$ cat config.mk
export PLATFORM = sky130hd
export DESIGN_NAME = mul22x15_arb
export DESIGN_NICKNAME = d
export VERILOG_FILES = /design/src/rtl/mul22x15_arb.sv
export SDC_FILE = /design/constraint.sdc
export NUM_CORES = 1
export LEC_CHECK = 0
export BUFFER_PORTS_ARGS = -buffer_cell sky130_fd_sc_hd__buf_2
export CAP_MARGIN = 20
export CORE_MARGIN = 10
export CORE_UTILIZATION = 27
export CTS_BUF_LIST = sky130_fd_sc_hd__clkbuf_8
export DETAILED_ROUTE_END_ITERATION = 16
export GPL_ROUTABILITY_DRIVEN = 0
export GPL_TIMING_DRIVEN = 0
export PLACE_DENSITY = 0.61
export SETUP_SLACK_MARGIN = 0.02
export SLEW_MARGIN = 20
export SYNTH_ARGS = -nofsm -noshare
export SYNTH_HDL_FRONTEND = slang
export SYNTH_SLANG_ARGS = --single-unit
$ cat constraint.sdc
create_clock -name clk -period 2.51 [get_ports clk]
set_clock_uncertainty 0.2 [all_clocks]
set_input_delay 0.251 -clock clk [delete_from_list [all_inputs] [get_ports clk]]
set_output_delay 0.251 -clock clk [all_outputs]
set_load 0.02 [all_outputs]
$ cat src/rtl/mul22x15_arb.sv
// Round-robin arbiter sharing one external 22x15 signed multiplier.
// Optional MUL22X15_ARB_CHECK_EN adds a reference-product checker.
module mul22x15_arb #(
  parameter int NREQ    = 4,
  parameter int MUL_LAT = 2,
  localparam int IDW    = $clog2(NREQ)
) (
  input  logic                 clk,
  input  logic                 rst_n,
  input  logic [NREQ-1:0]      req_valid,
  output logic [NREQ-1:0]      req_ready,
  input  logic [NREQ*22-1:0]   req_a,
  input  logic [NREQ*15-1:0]   req_b,
  output logic [21:0]          mul_a,
  output logic [14:0]          mul_b,
  input  logic [35:0]          mul_p,
  output logic                 rsp_valid,
  input  logic                 rsp_ready,
  output logic [IDW-1:0]       rsp_id,
  output logic [35:0]          rsp_p,
  output logic                 busy
`ifdef MUL22X15_ARB_CHECK_EN
  ,
  output logic                 chk_err,
  output logic [35:0]          chk_exp
`endif
);

  localparam int CW = (MUL_LAT > 0) ? $clog2(MUL_LAT + 1) : 1;

  typedef enum logic [1:0] {
    IDLE = 2'd0,
    WAIT = 2'd1,
    RESP = 2'd2
  } state_t;

  state_t         state;
  logic [IDW-1:0] last;
  logic [IDW-1:0] id_r;
  logic [CW-1:0]  cnt;

  logic [NREQ-1:0] gnt;
  logic [IDW-1:0]  gnt_id;
  logic            found;

  // Search starts one past the last winner, wrapping at NREQ.
  always_comb begin
    int j;
    j      = 0;
    gnt    = '0;
    gnt_id = '0;
    found  = 1'b0;
    for (int k = 1; k <= NREQ; k++) begin
      j = int'(last) + k;
      if (j >= NREQ) j = j - NREQ;
      if (!found && req_valid[j]) begin
        found  = 1'b1;
        gnt_id = IDW'(j);
      end
    end
    if (found) gnt[gnt_id] = 1'b1;
  end

  assign req_ready = (state == IDLE) ? gnt : '0;
  assign busy      = (state != IDLE);

  always_ff @(posedge clk or negedge rst_n) begin
    if (!rst_n) begin
      state     <= IDLE;
      last      <= IDW'(NREQ - 1);
      id_r      <= '0;
      cnt       <= '0;
      mul_a     <= '0;
      mul_b     <= '0;
      rsp_valid <= 1'b0;
      rsp_id    <= '0;
      rsp_p     <= '0;
    end else begin
      unique case (state)
        IDLE: begin
          if (found) begin
            mul_a <= req_a[22*gnt_id +: 22];
            mul_b <= req_b[15*gnt_id +: 15];
            id_r  <= gnt_id;
            last  <= gnt_id;
            cnt   <= CW'(MUL_LAT);
            state <= WAIT;
          end
        end
        WAIT: begin
          if (cnt != '0) begin
            cnt <= cnt - CW'(1);
          end else begin
            rsp_p     <= mul_p;
            rsp_id    <= id_r;
            rsp_valid <= 1'b1;
            state     <= RESP;
          end
        end
        RESP: begin
          if (rsp_ready) begin
            rsp_valid <= 1'b0;
            state     <= IDLE;
          end
        end
        default: state <= IDLE;
      endcase
    end
  end

`ifdef MUL22X15_ARB_CHECK_EN
  logic signed [36:0] ref_p;
  assign ref_p = $signed({{15{mul_a[21]}}, mul_a})
               * $signed({{22{mul_b[14]}}, mul_b});

  always_ff @(posedge clk or negedge rst_n) begin
    if (!rst_n) begin
      chk_err <= 1'b0;
      chk_exp <= '0;
    end else if (state == WAIT && cnt == '0) begin
      chk_exp <= ref_p[35:0];
      if (ref_p[35:0] != mul_p) chk_err <= 1'b1;
    end
  end
`endif

endmodule

Word level (Yosys, flattened, before mapping):

Index checks and enable logic that the tools add are counted.

* input port bits: 191
* flip-flop bits (word level): 84
* logic and storage cells: 94
* output and inout port bits: 81

* multiplexer cells: 38
* order comparisons: 10
* add/sub/neg operators: 9
* shift operators: 2
* reductions and logical operators: 17
* bitwise operators: 1
* equality and inequality tests: 6
* multipliers: 2

Operators with widths (number)
* $lt 32x4->1 const B: 4
* $mux 32: 4
* $shiftx 88x8->22: 1
* $shiftx 60x7->15: 1
* $mux 2: 9
* $mux 1: 15
* $mul 4x2->6 const A: 2
* $sub 3x3->4 const B: 3
* $ge 3x3->1 const B: 3
* $reduce_and 3->1: 3
* $bmux 1 s2: 4
* $mux 4: 2
* $ne 2x2->1 const B: 4
* $reduce_bool 2->1: 4
* $add 2x2->3 const B: 2
* $pmux 2 s3: 1
* $sub 4x3->5 const B: 1
* $add 2x3->4 const B: 1
* $ge 4x3->1 const B: 1
* $logic_and 1x1->1: 4
* $pmux 2 s2: 1
* $reduce_and 2->1: 2
* $add 2x1->3 const B: 1
* $logic_not 1->1: 3
* other kinds (9): 9

Longest topological paths before layout:

* word-level depth: 22
* depth in mapped cells: 8
* depth with buffers taken out: 5

Least setup slack after synthesis:

No wires, ideal clock.

* path kind: reg-to-output
* start: register state[0]
* end: output port req_ready[2]
* setup slack: 0.454 ns
* path buffers: 1
* stages on the path, launching flop included: 6
* arrival time: 1.605 ns
* required time: 2.059 ns
* cell sequence: dfrtp_1 -> or2_1 -> a21oi_2 -> nand2_1 -> clkbuf_1 -> nor2_1

* longest elaborated chain between the ends: 2

RTL lines
* start, declared: line 37 `state_t state;`
* start signal, assigned: line 69 `state <= IDLE;`
* start signal, assigned: line 87 `state <= WAIT;`
* start signal, assigned: line 97 `state <= RESP;`
* $logic_not 2->1: line 64 `assign req_ready = (state == IDLE) ? gnt : '0;`
* $mux 4: line 64
* end, declared: line 11 `output logic [NREQ-1:0] req_ready,`

No other way between the ends.

Worst setup path in the final report:

* start: register last[0]
* end: output port req_ready[0]

* longest elaborated chain between the ends: 22
* elaborated cells between the ends (all ways): 49
* classes of those cells: add/sub: 8; order compare: 6; mux: 28; reduce/logical: 7

RTL lines
* start, declared: line 38 `logic [IDW-1:0] last;`
* start signal, assigned: line 70 `last <= IDW'(NREQ - 1);`
* start signal, assigned: line 85 `last <= gnt_id;`
* $add 2x1->3: line 54 `j = int'(last) + k;`
* $sub 3x3->4 / $ge 3x3->1 (equally long branches): line 55 `if (j >= NREQ) j = j - NREQ;`
* $mux 32: line 55
* $bmux 1 s2: line 56 `if (!found && req_valid[j]) begin`
* $mux 1 (not written as such) (2 in series): line 56
* $mux 1: line 56
* $logic_not 1->1: line 56
* $logic_and 1x1->1: line 56
* [5 not listed]
* $logic_and 1x1->1: line 56
* $mux 2: line 56
* $lt 2x3->1 (not written as such) / $ge 2x1->1 (equally long branches): line 61 `if (found) gnt[gnt_id] = 1'b1;`
* $logic_and 1x1->1 (not written as such): line 61
* $mux 1 (not written as such): line 61
* $demux 1 s2: line 61
* $mux 4 *: line 61
* $mux 4 *: line 64

Every way passes the cells marked *; elsewhere a longest branch is shown, timed or not. The select of a mux whose other input is x is not followed.

==> impl_metrics.csv <==
group,metric,value,unit
cells_and_area,layout.nets,930,
synthesis,synth_area,4140,sq um
critical_path,arrival,1.90,ns
floorplan,die_w,144,um
pwr,p_sw_frac,0.440,
synthesis,ys_seq_area_frac,0.509,
pwr,power.density_cell_area,1090,nW/um^2
hold_path,hold_class,"input pin to flop",
clocking,clk_latency,0.37,ns
floorplan,io_pins,272,
synthesis,yosysMostFrequentCell,"dfrtp_1",
global_routing,grt_pass1_wl,25500,um
sta,tightestPinTransition,0.545,ns
synthesis,synth_area_leaders,"dfrtp_1 50%, mux2i_1 18%, mux2_2 7.9%, o221ai_1 7.8%, nand2_1 4.1%",
cells_and_area,final_core_util,0.471,
synthesis,synth_common_cells,"82 x dfrtp_1, 74 x mux2i_1, 45 x nand2_1, 37 x o221ai_1, 29 x mux2_2",
routing,drtPass1Iterations,5,
clocking,path_clk_slew,0.10,ns
pwr,p_seq_frac,0.311,
pwr,power_frac_clock,0.121,
clocking,cts_buffers,9,
critical_path,crit_path_max_fanout,12,
clocking,clock_sinks,84,
job,cap_violations,0,
routing,ant_nets,0,
critical_path,endpoint_kind,"primary output",
synthesis,ys_ff_latch,84,
floorplan,die_h,144,um
synthesis,postSynthAreaPerCell,12.1,sq um
cells_and_area,drive_above_1_share,0.466,
sta,period_needed,2.35,ns
floorplan,rows,45,
routing,wl_per_cell,18.0,um
global_routing,grt_pass1_vias,5002,
cells_and_area,area_growth,71.8,%
synthesis,yosysTopAreaCell,"dfrtp_1",
routing,drc,0,
routing,num_vias,4399,
clocking,cts_tree,"yes",
synthesis,ys_async_sr_fraction,1.00,
pwr,p_sw,3.41,mW
synthesis,synth_cells,343,
clocking,clockBufferDepth,2,
synthesis,synth_edf_count,0,
floorplan,initial_core_util,0.274,
sta,finalHoldViolations,0,
global_routing,grt-ovfl-total,0,
synthesis,synth.distinct_cells,30,
synthesis,yosysWarnings,0,
global_routing,grt_max_degree,50,
routing,drt_iter0_markers,181,
critical_path,r2r-start,"last[0]",
pwr,combPwrFrac,0.568,
critical_path,required,2.06,ns
sta,drv_slew,0,
placement,placed_cells,803,
synthesis,mappedNetlistNets,535,
run_status,status,"completed",
sta,maxClockFrequency,425,MHz
hold_path,min_from,"req_b[9]",
global_routing,gr-usage-all-layers,0.156,
cells_and_area,fin_cells,937,
sta,finalCritPeriodShare,0.937,
routing,avgViaCountPerCell,4.69,
floorplan,core,15100,sq um
sta,max_slew_margin,0.637,
pwr,p_leak,3.64,nW
critical_path,crit_path_start_kind,"flop",
sta,setup_viol,0,
placement,dpl.hpwl,12100,um
clocking,htree_levels,3,
synthesis,netlist.area_leader.share,0.496,
synthesis,yosys_most_used_dff,"dfrtp_1",
pwr,p_int,4.35,mW
global_routing,antenna_found_initial,0,
critical_path,worstSetupStartpoint,"last[0]",
sta,rsz0062_at_grt,"false",
clocking,root_buffer,"clkbuf_8",
sta,fin_hold_ws,0.0158,ns
critical_path,critPathKind,"flop to primary output",
pwr,max-vdd-ir-drop,457,uV
sta,fin_tns_setup,0,ns
placement,io_buffers,271,
floorplan,dieArea,20700,sq um
routing,routed_wl,16900,um
## worst max-delay path, stage by stage, from the launching register on
cell and delay [ns]:
dfstp_2 0.55, nand2b_1 0.12, o21a_1 0.15, a21oi_2 0.07, nand2b_2 0.31, nor2_1 0.17, buf_4 0.16
## power by group through the flow
| stage | registers (mW) | clock network (mW) | logic, mW |
|---|---|---|---|
| final | 2.41 | 0.941 | 4.41 |
| after global routing | 2.49 | 1.05 | 4.76 |
| after CTS | 2.40 | 0.990 | 4.37 |
| after global placement | 2.40 | 0 | 4.13 |
| after floorplan | 3.16 | 0 | 2.00 |
| after detailed placement | 2.42 | 0 | 4.22 |
## flip-flops by register name, summed over array words and instances, names as in the netlist
signal	count
cnt	2
id_r	2
last	2
mul_a	22
mul_b	15
rsp_id	2
rsp_p	36
rsp_valid	1
state	2
## final cells by class
class | count | area, sq um
well taps | 188 | 235
flip-flops and latches | 84 | 2100
repair buffers | 386 | 2510
multi-input cells | 230 | 1890
fillers | 1393 | 7980
diodes | 6 | 15.0
clock buffers | 10 | 138
inverters | 4 | 15.0
plain buffers | 23 | 148
clock inverters | 6 | 51.3
## cells in the final DEF, fill, tap and decap left out, types with 9 or more instances in the layout
| cell type | Yosys | final |
|---|---|---|
| buf_2 | 3 | 272 |
| dlygate4sd3_1 | 0 | 106 |
| dfrtp_1 | 82 | 82 |
| mux2i_1 | 74 | 73 |
| nand2_1 | 45 | 44 |
| o221ai_1 | 37 | 37 |
| mux2_2 | 29 | 29 |
| buf_4 | 6 | 16 |
| clkbuf_1 | 13 | 11 |
| clkbuf_8 | 0 | 10 |
| nor2_1 | 9 | 9 |
| mux2_1 | 9 | 9 |
## per-layer routing
metal	GRT usage	routed length [um]	vias up
li1	-	-	2065
met1	0.159	6200	2103
met2	0.278	8870	197
met3	0.0485	1340	34
met4	0.0854	495	0
met5	0	0	-
## metrics by stage
| stage | worst slack [ns] | area [sq um] | power [mW] |
|---|---|---|---|
| 6_report | 0.159 | 7110 | 7.76 |
| 4_1_cts | 0.0218 | 7030 | 7.76 |
| 2_1_floorplan | 0.454 | 4140 | 5.17 |
| 3_3_place_gp | 0.211 | 5730 | 6.53 |
| 5_1_grt | 0.00889 | 7090 | 8.30 |
| 3_5_place_dp | 0.203 | 5760 | 6.64 |
## worst paths after layout
| check | slack [ns] | cells after the start | endpoint |
|---|---|---|---|
| worst max register to register | 0.20 | 8 | mul_a[18] |
| max in group asynchronous | 1.26 | 3 | last[0] |
| min in group asynchronous | 0.20 | 2 | mul_b[10] |
| worst max-delay path | 0.16 | 6 | req_ready[0] |
| worst min register to register | 0.28 | 2 | id_r[1] |
| worst min-delay path | 0.02 | 3 | mul_b[9] |
## what timing repair did
| action | in CTS | in global routing |
|---|---|---|
| setup buffers | 1 | 7 |
| gates resized for setup | 7 | 7 |
| pin swaps | 0 | 1 |
| setup endpoints to repair | 4 | 5 |
| hold buffers | 106 | 0 |
| endpoints found under the hold margin | 99 | 0 |
## cells by family (layout without fill, tap and decap cells)
family,Yosys count,count (layout),share of synthesized area
AND/OR/NAND/NOR,63,63,0.0629
buffers and inverters,29,429,0.0390
adder cells (fa/ha/maj),1,1,0.00302
other,0,6,0
multiplexers,112,112,0.282
AO/OA/AOI/OAI,54,54,0.104
flip-flops,84,84,0.509
Power figures use the tool's default switching activity.
